File: src/rtl/fixed_sv_div.sv
`default_nettype none
// ============================================================================
// fixed_sv_div : iterative Q-format vector / scalar divider (3 lanes, shared
//                restoring-division control, saturating signed results)
// Revision 1.0
// ============================================================================
module fixed_sv_div #(
  parameter int TOTAL_PREC = 27,
  parameter int FRAC_BITS  = 22
) (
  input  logic                         clk,
  input  logic                         rst_n,
  input  logic                         in_valid,
  output logic                         in_ready,
  input  logic signed [TOTAL_PREC-1:0] a [2:0],
  input  logic signed [TOTAL_PREC-1:0] b,
  output logic                         out_valid,
  input  logic                         out_ready,
  output logic signed [TOTAL_PREC-1:0] res [2:0],
  output logic                         div_zero
);

  localparam int P  = TOTAL_PREC;
  localparam int N  = TOTAL_PREC + FRAC_BITS;
  localparam int CW = $clog2(N + 1);

  localparam logic [1:0] IDLE = 2'd0;
  localparam logic [1:0] DIV  = 2'd1;
  localparam logic [1:0] FIX  = 2'd2;
  localparam logic [1:0] DONE = 2'd3;

  localparam logic [N-1:0] MAX_Q   = {{(N-P+1){1'b0}}, {(P-1){1'b1}}};
  localparam logic [N-1:0] MIN_MAG = {{(N-P){1'b0}}, 1'b1, {(P-1){1'b0}}};
  localparam logic [P-1:0] RES_MAX = {1'b0, {(P-1){1'b1}}};
  localparam logic [P-1:0] RES_MIN = {1'b1, {(P-1){1'b0}}};

  logic [1:0]    state;
  logic [CW-1:0] cnt;
  logic [P-1:0]  divisor;
  logic          b_zero;
  logic [P-1:0]  b_u;
  logic [P-1:0]  b_mag;
  logic [P-1:0]  fix_res [3];

  assign in_ready  = (state == IDLE);
  assign out_valid = (state == DONE);

  // Unsigned magnitude so that |-2^(P-1)| stays exact.
  assign b_u   = b;
  assign b_mag = b_u[P-1] ? -b_u : b_u;

  genvar gi;
  generate
    for (gi = 0; gi < 3; gi++) begin : g_lane
      logic [P-1:0] a_u;
      logic [P-1:0] a_mag;
      logic [P-1:0] rem;
      logic [N-1:0] dvd;
      logic         neg;
      logic         a_zero;
      logic [P:0]   trial;
      logic         take;
      logic [P-1:0] nrem;
      logic [P-1:0] fix_val;

      always_comb begin
        a_u   = a[gi];
        a_mag = a_u[P-1] ? -a_u : a_u;
        trial = {rem, dvd[N-1]};
        take  = (trial >= {1'b0, divisor});
        nrem  = trial[P-1:0] - (take ? divisor : '0);
      end

      // dvd doubles as the quotient register: quotient bits shift in at the LSB.
      always_ff @(posedge clk or negedge rst_n) begin
        if (!rst_n) begin
          rem    <= '0;
          dvd    <= '0;
          neg    <= 1'b0;
          a_zero <= 1'b0;
        end else if (state == IDLE && in_valid) begin
          rem    <= '0;
          dvd    <= {a_mag, {FRAC_BITS{1'b0}}};
          neg    <= a_u[P-1] ^ b_u[P-1];
          a_zero <= (a_u == '0);
        end else if (state == DIV) begin
          rem    <= nrem;
          dvd    <= {dvd[N-2:0], take};
        end
      end

      always_comb begin
        if (a_zero)
          fix_val = '0;
        else if (b_zero)
          fix_val = neg ? RES_MIN : RES_MAX;
        else if (!neg)
          fix_val = (dvd > MAX_Q) ? RES_MAX : dvd[P-1:0];
        else
          fix_val = (dvd > MIN_MAG) ? RES_MIN : -dvd[P-1:0];
      end

      assign fix_res[gi] = fix_val;
    end
  endgenerate

  always_ff @(posedge clk or negedge rst_n) begin
    if (!rst_n) begin
      state    <= IDLE;
      cnt      <= '0;
      divisor  <= '0;
      b_zero   <= 1'b0;
      div_zero <= 1'b0;
      for (int k = 0; k < 3; k++) res[k] <= '0;
    end else begin
      case (state)
        IDLE: begin
          if (in_valid) begin
            divisor <= b_mag;
            b_zero  <= (b_u == '0);
            cnt     <= '0;
            state   <= DIV;
          end
        end
        DIV: begin
          if (cnt == CW'(N - 1)) begin
            cnt   <= '0;
            state <= FIX;
          end else begin
            cnt <= cnt + CW'(1);
          end
        end
        FIX: begin
          for (int k = 0; k < 3; k++) res[k] <= fix_res[k];
          div_zero <= b_zero;
          state    <= DONE;
        end
        DONE: begin
          if (out_ready) state <= IDLE;
        end
        default: state <= IDLE;
      endcase
    end
  end

endmodule
`default_nettype wire

File: config.mk
export PLATFORM = sky130hd
export DESIGN_NAME = fixed_sv_div
export DESIGN_NICKNAME = d
export VERILOG_FILES = /design/src/rtl/fixed_sv_div.sv
export SDC_FILE = /design/constraint.sdc
export NUM_CORES = 1
export LEC_CHECK = 0
export BUFFER_PORTS_ARGS = -buffer_cell sky130_fd_sc_hd__buf_2
export CELL_PAD_IN_SITES_DETAIL_PLACEMENT = 2
export CELL_PAD_IN_SITES_GLOBAL_PLACEMENT = 2
export CORE_MARGIN = 2
export CORE_UTILIZATION = 38
export DETAILED_ROUTE_END_ITERATION = 8
export GPL_TIMING_DRIVEN = 1
export PLACE_DENSITY = 0.87
export SLEW_MARGIN = 20
export SYNTH_ARGS = -nofsm -noshare
export SYNTH_HDL_FRONTEND = slang
export SYNTH_SLANG_ARGS = --single-unit
File: constraint.sdc
create_clock -name clk -period 5.2 [get_ports clk]
set_input_delay 0.52 -clock clk [delete_from_list [all_inputs] [get_ports clk]]
set_output_delay 0.52 -clock clk [all_outputs]
set_load 0.005 [all_outputs]
==> results.cfg, run 1 <==
[status]
outcome = finished, violations left
violations = negative hold slack, negative setup slack

[timing]
setup_viol = 11
final-hold-violation-count = 15
fin_worst_skew_ps = 39.6
fmax_mhz = 185
fin_setup_tns_ps = -899
slew_violations = 0
worstMarginPinSlew_ps = 1030
min_period_ps = 5400
fin_crit_sh_pct = 104
hold_slack_ps = -52.7
setup_ws_ps = -200
relSlewSlack_pct = 31.3

[floorplan]
top_level_ports = 196
start_util_pct = 38.2
die_w_um = 261
core_area_um2 = 65500
rows = 94
die_h_um = 261
dieArea_um2 = 67900

[synthesis]
ys_top_cells_by_area = dfrtp_1 35%, ha_1 9.2%, mux2i_1 7.7%
synth_edf_count = 0
yosys_register_bits = 352
synthDistinctLibCells = 73
synth_top_cell_by_area = dfrtp_1
synth_top_flop_cell = dfrtp_1
synth_top_area_share_pct = 35.2
async_flop_share_pct = 100
synth_area_um2 = 25000
syn_nets = 3157
synthCells = 2858
seq_area_frac_synth_pct = 35.2
synth.avg_cell_area_um2 = 8.76
ys.warnings.count = 0

[worst_setup_path]
arrival_ps = 5930
path_buf_inv = 3
slowest_delay_ps = 550
critPathLaunchType = flop
path_cells = inv_1, ha_1, nand2b_1, a2111oi_2, nor4_1, or3b_2, a21oi_2, o21ai_2, and2_1, ha_1, fa_1, nand2b_4, a21oi_2, o211ai_1, a21oi_1, buf_4, a221o_1, a21oi_2, o21ai_2, buf_4, xor2_1, mux2i_1, nor2_1
path_max_fanout = 5
crit_top_cell = a21oi_2
reg2reg_setup_slack_ps = -200
slowest_stage = a2111oi_2
timing.rr.start = g_lane[2].dvd[48]
worstSetupEndpointType = flop
worstSetupPathType = flop to flop
critical-path-top-delay-family = compound AO/OA/AOI/OAI gates
worstPathRequired_ps = 5730
reg2reg_depth = 23
rr_endpoint = g_lane[2].rem[24]

[power_and_ir_drop]
powerDensity_nw_per_um2 = 894
switching_share_pct = 51.1
ir_drop_uv = 425
p_int_mw = 12.7
switchingPower_mw = 13.3
p_seq_share_pct = 21.1
leakage_nw = 12.8
comb_power_share_pct = 65.7
clockPowerShare_pct = 13.2

[place]
dpl.hpwl_um = 67500
gp_congestion = 0.891
io_buffers = 195
dp_slack_ps = -99.4

[route]
dr_total_vias = 24200
vias_per_cell = 6.16
routed_wl_um = 108000
first_iter_violations = 1636
wl_per_cell_um = 27.6
drc = 0
firstDrtPassIters = 5
postRouteAntennaNets = 0

[hold_path]
hp-class = input port to asynchronous set/reset pin

[finish]
nets = 3319
utilization_pct = 44.4
final_cell_mix = 349 x dfrtp_1, 307 x nand2_1, 235 x nor2_1
layout_commonest_cell = dfrtp_1
synthToLayoutAreaGrowth_pct = 16.3
drive_above_1_share_pct = 14.4

[clock_tree]
htree_levels = 2
worstSkewPairLatency_ps = 630
ctsHoldBuffers = 0
cts.sinks = 352
clockBufferDepth = 3
cts_tree = built
cts_root_buf = clkbuf_16
clk_pin_slew_ps = 70
cts_inserted_buffers = 44

[grt]
grt_pass1_wl_um = 154000
groute.usage.overall_pct = 28.4
overflow = 0
grt_max_degree = 109
grt_pass1_vias = 26600
antenna_found_initial = 18

[flow_run]
drv_cap = 0
[power by group through the flow]
stage / clock network [mW] / registers (mW) / logic [mW]
CTS: 3.45 / 5.38 / 15.8
global placement: 0 / 5.25 / 14.0
global route: 3.56 / 5.61 / 18.5
detailed placement: 0 / 5.37 / 15.2
finish: 3.44 / 5.49 / 17.1
floorplan: 0 / 4.82 / 10.4
[worst max-delay path by stage]
stage	startpoint	end	slack, ps	cells past startpoint
finish	g_lane[2].dvd[48]	g_lane[2].rem[24]	-200	23
global placement	divisor[23]	g_lane[2].rem[24]	170	24
global route	g_lane[2].dvd[48]	g_lane[2].rem[24]	-330	23
CTS	g_lane[1].dvd[48]	g_lane[1].rem[19]	9	22
floorplan	divisor[13]	g_lane[2].rem[26]	500	19
detailed placement	g_lane[2].dvd[48]	g_lane[2].rem[24]	-100	23
[registers in the layout (all words and copies together) (netlist names)]
| signal | cells |
|---|---|
| b_zero | 1 |
| cnt | 6 |
| div_zero | 1 |
| divisor | 27 |
| g_lane.a_zero | 3 |
| g_lane.dvd | 147 |
| g_lane.neg | 3 |
| g_lane.rem | 81 |
| res | 81 |
| state | 2 |
[per-stage QoR]
stage	power [mW]	instance area [µm²]	std cells
global route	27.6	29100	3931
floorplan	15.2	25000	2858
detailed placement	20.6	27200	3834
CTS	24.6	28800	3915
global placement	19.2	27200	3834
finish	26.0	29100	3933
[metal layers]
layer,global-route usage [%],share of wire (%),vias to the layer above
met1,33.9,40,12500
met3,3.51,4.0,358
li1,-,-,10600
met2,51.1,50,731
met5,0,0.056,-
met4,12.5,5.6,10
[final cells by class]
type / count / area, µm²
fillers: 7050 / 36400
multi-input cells: 2244 / 15500
flip-flops and latches: 352 / 8810
repair buffers: 287 / 1790
clock buffers: 60 / 1250
well taps: 864 / 1080
inverters: 91 / 342
clock inverters: 20 / 297
diodes: 15 / 37.5
[cells by family (layout without fill, tap and decap cells)]
group	count (synthesis)	after routing	share of synthesized area (%)
fa+ha+maj	187	187	9.44
xor+xnor	180	180	6.30
buf+inv	262	458	3.98
simple gates	922	922	17.6
mux	194	194	7.77
compound gates	761	761	19.7
other cells	0	15	0
flops	352	352	35.2
[cell usage after synthesis (all sizes together), types with 5 or more instances]
cell,instances
a2111oi,9
a211o,6
a211oi,42
a21boi,14
a21o,55
a21oi,138
a221oi,15
a311oi,5
a31o,5
a31oi,17
and2,11
and3,12
buf,15
clkbuf,156
dfrtp,352
ha,184
inv,89
mux2i,192
nand2,308
nand2b,45
nand3,39
nand4,35
nand4b,5
nor2,235
nor2b,22
nor3,70
nor3b,20
nor4,38
o2111ai,5
o211ai,10
o21a,21
o21ai,246
o21bai,8
o22ai,15
o2bb2ai,62
o31a,5
o31ai,38
o41ai,23
or2,15
or3,31
or4,29
xnor2,126
xor2,54
[repair_timing]
item | in CTS | in global routing
setup buffers | 1 | 3
endpoints found under the setup margin | 17 | 30
pin swaps | 2 | 14
gates resized for setup | 12 | 48
gates cloned | 0 | 0
[worst reg2reg max path: stages, from the launching register on]
cell and delay (ps):
dfrtp_1 390, inv_1 150, ha_1 260, nand2b_1 160, a2111oi_2 550, nor4_1 150, or3b_2 500, a21oi_2 180
o21ai_2 140, and2_1 230, ha_1 280, fa_1 440, nand2b_4 170, a21oi_2 190, o211ai_1 180, a21oi_1 210
buf_4 150, a221o_1 200, a21oi_2 110, o21ai_2 140, buf_4 130, xor2_1 170, mux2i_1 120, nor2_1 120
(Power assumes the default switching activity.)
==> inputs of run 2 (changes only) <==
--- a/config.mk
+++ b/config.mk
@@ -10,6 +10,7 @@
 export CELL_PAD_IN_SITES_GLOBAL_PLACEMENT = 2
 export CORE_MARGIN = 2
 export CORE_UTILIZATION = 38
+export CTS_BUF_LIST = sky130_fd_sc_hd__clkbuf_16
 export DETAILED_ROUTE_END_ITERATION = 8
 export GPL_TIMING_DRIVEN = 1
 export PLACE_DENSITY = 0.87
@@ -17,3 +18,4 @@
 export SYNTH_ARGS = -nofsm -noshare
 export SYNTH_HDL_FRONTEND = slang
 export SYNTH_SLANG_ARGS = --single-unit
+export TNS_END_PERCENT = 5
==> results.cfg, run 2 (same netlist as run 1, synthesis figures left out) <==
[status]
outcome = finished, violations left
violations = negative hold slack, negative setup slack

[timing]
min_period_ps = 5560
fin_setup_tns_ps = -2380
relSlewSlack_pct = 31.2
setup_viol = 12
slew_violations = 0
fin_worst_skew_ps = 34.2
rsz0062_at_grt = true
fmax_mhz = 180
worstMarginPinSlew_ps = 1030
hold_slack_ps = -14.2
setup_ws_ps = -360
fin_crit_sh_pct = 107
final-hold-violation-count = 12

[route]
vias_per_cell = 6.08
dr_total_vias = 23900
wl_per_cell_um = 26.3
firstDrtPassIters = 5
first_iter_violations = 1446
drc = 0
postRouteAntennaNets = 0
routed_wl_um = 103000

[finish]
fillers = 7070
fin_area_um2 = 29000
largest_register_ffs = 147
largest-register = g_lane.dvd
reg_top3 = g_lane.dvd: 147 flops, g_lane.rem: 81 flops, res: 81 flops
nets = 3318
layout_commonest_cell = dfrtp_1
synthToLayoutAreaGrowth_pct = 15.8
final_cells = 3931
final_cell_mix = 349 x dfrtp_1, 307 x nand2_1, 235 x nor2_1
utilization_pct = 44.2
drive_above_1_share_pct = 13.9

[grt]
overflow = 0
grt_pass1_vias = 26600
groute.usage.overall_pct = 28.2
grt_max_degree = 109
antenna_found_initial = 18
grt_pass1_wl_um = 153000

[floorplan]
core_area_um2 = 65500
top_level_ports = 196
die_h_um = 261
die_w_um = 261
start_util_pct = 38.2
rows = 94
dieArea_um2 = 67900

[worst_setup_path]
worstSetupEndpoint = g_lane[1].rem[25]
reg2reg_depth = 21
reg2reg_setup_slack_ps = -360
arrival_ps = 6020
rr_endpoint = g_lane[1].rem[25]
worstSetupEndpointType = flop
path_max_fanout = 12
worstSetupPathType = flop to flop
worstPathRequired_ps = 5660
cp-startpoint = divisor[5]
critPathLaunchType = flop
timing.rr.start = divisor[5]

[power_and_ir_drop]
leakage_nw = 12.8
powerDensity_nw_per_um2 = 876
ir_drop_uv = 466

[clock_tree]
cts.sinks = 352
cts_inserted_buffers = 44
clk_pin_slew_ps = 70
htree_levels = 2
cts_tree = built
cts_root_buf = clkbuf_16
clockBufferDepth = 3
worstSkewPairLatency_ps = 620
ctsHoldBuffers = 0

[place]
gp_congestion = 0.891
placed_cell_area_um2 = 27200
io_buffers = 195
dp_cells = 3834
dpl.hpwl_um = 67500

[hold_path]
hp-class = input port to asynchronous set/reset pin

[flow_run]
drv_cap = 0
==> run 2: stage by stage <==
step | total power, mW | setup slack [ps]
CTS | 24.3 | 15.5
floorplan | 15.2 | 496
detailed placement | 20.6 | -99.4
finish | 25.4 | -360
global route | 27.1 | -614
global placement | 19.2 | 175
==> run 2: final cells by class <==
type | instances | area [µm²] | area share [%]
antenna | 14 | 35.0 | 0.121
clock buffer | 45 | 1130 | 3.88
clock inverter | 35 | 353 | 1.22
inverter | 91 | 342 | 1.18
multi-input combinational | 2244 | 15500 | 53.3
sequential | 352 | 8810 | 30.4
tap | 864 | 1080 | 3.73
timing repair buffer | 286 | 1780 | 6.15
==> run 2: timing repair <==
action,in CTS,in global routing
resized for setup,11,41
endpoints found under the setup margin,13,29
buffers inserted,0,3
pin swaps,1,13
==> run 2: critical path, cell delays in order, from the launching register on <==
cell and delay, ps:
dfrtp_1 380, inv_1 170, ha_1 290, a211oi_1 700, o21ai_0 340, o221ai_2 310, a211o_1 230, a31oi_2 150
buf_12 180, and2_1 180, ha_1 230, nor2b_1 180, o31ai_1 100, a21oi_1 240, a221oi_1 140, buf_4 170
o21ai_0 430, a41oi_2 250, o21ai_0 350, a31oi_1 150, xor2_1 150, a21oi_1 80
==> run 2: per-layer routing <==
layer | up-vias | global-route usage [%] | share of wire [%] | wire length (µm)
li1 | 10700 | - | - | -
met4 | 10 | 13.5 | 5.4 | 5630
met5 | - | 0 | 0.059 | 61
met2 | 629 | 50.7 | 50 | 52100
met3 | 324 | 3.52 | 3.8 | 3900
met1 | 12300 | 33.2 | 40 | 41800
==> run 2: how the worst min path moves through the flow <==
stage                       start                end  slack, ps  depth (start not counted)
after floorplan             rst_n             b_zero        220                          0
after global placement    res[60]            res[60]        460                          1
after detailed placement  res[54]            res[54]        470                          1
after CTS                   rst_n  g_lane[1].rem[13]         30                          1
after global routing        rst_n   g_lane[0].rem[7]         40                          1
final                       rst_n   g_lane[0].rem[4]        -10                          1
==> run 2: where the power goes <==
part	switching [mW]	leakage, nW	total (mW)	internal [mW]
combinational	9.95	7.60	16.7	6.71
clock	1.40	0.741	3.29	1.88
sequential	1.44	4.45	5.43	3.99
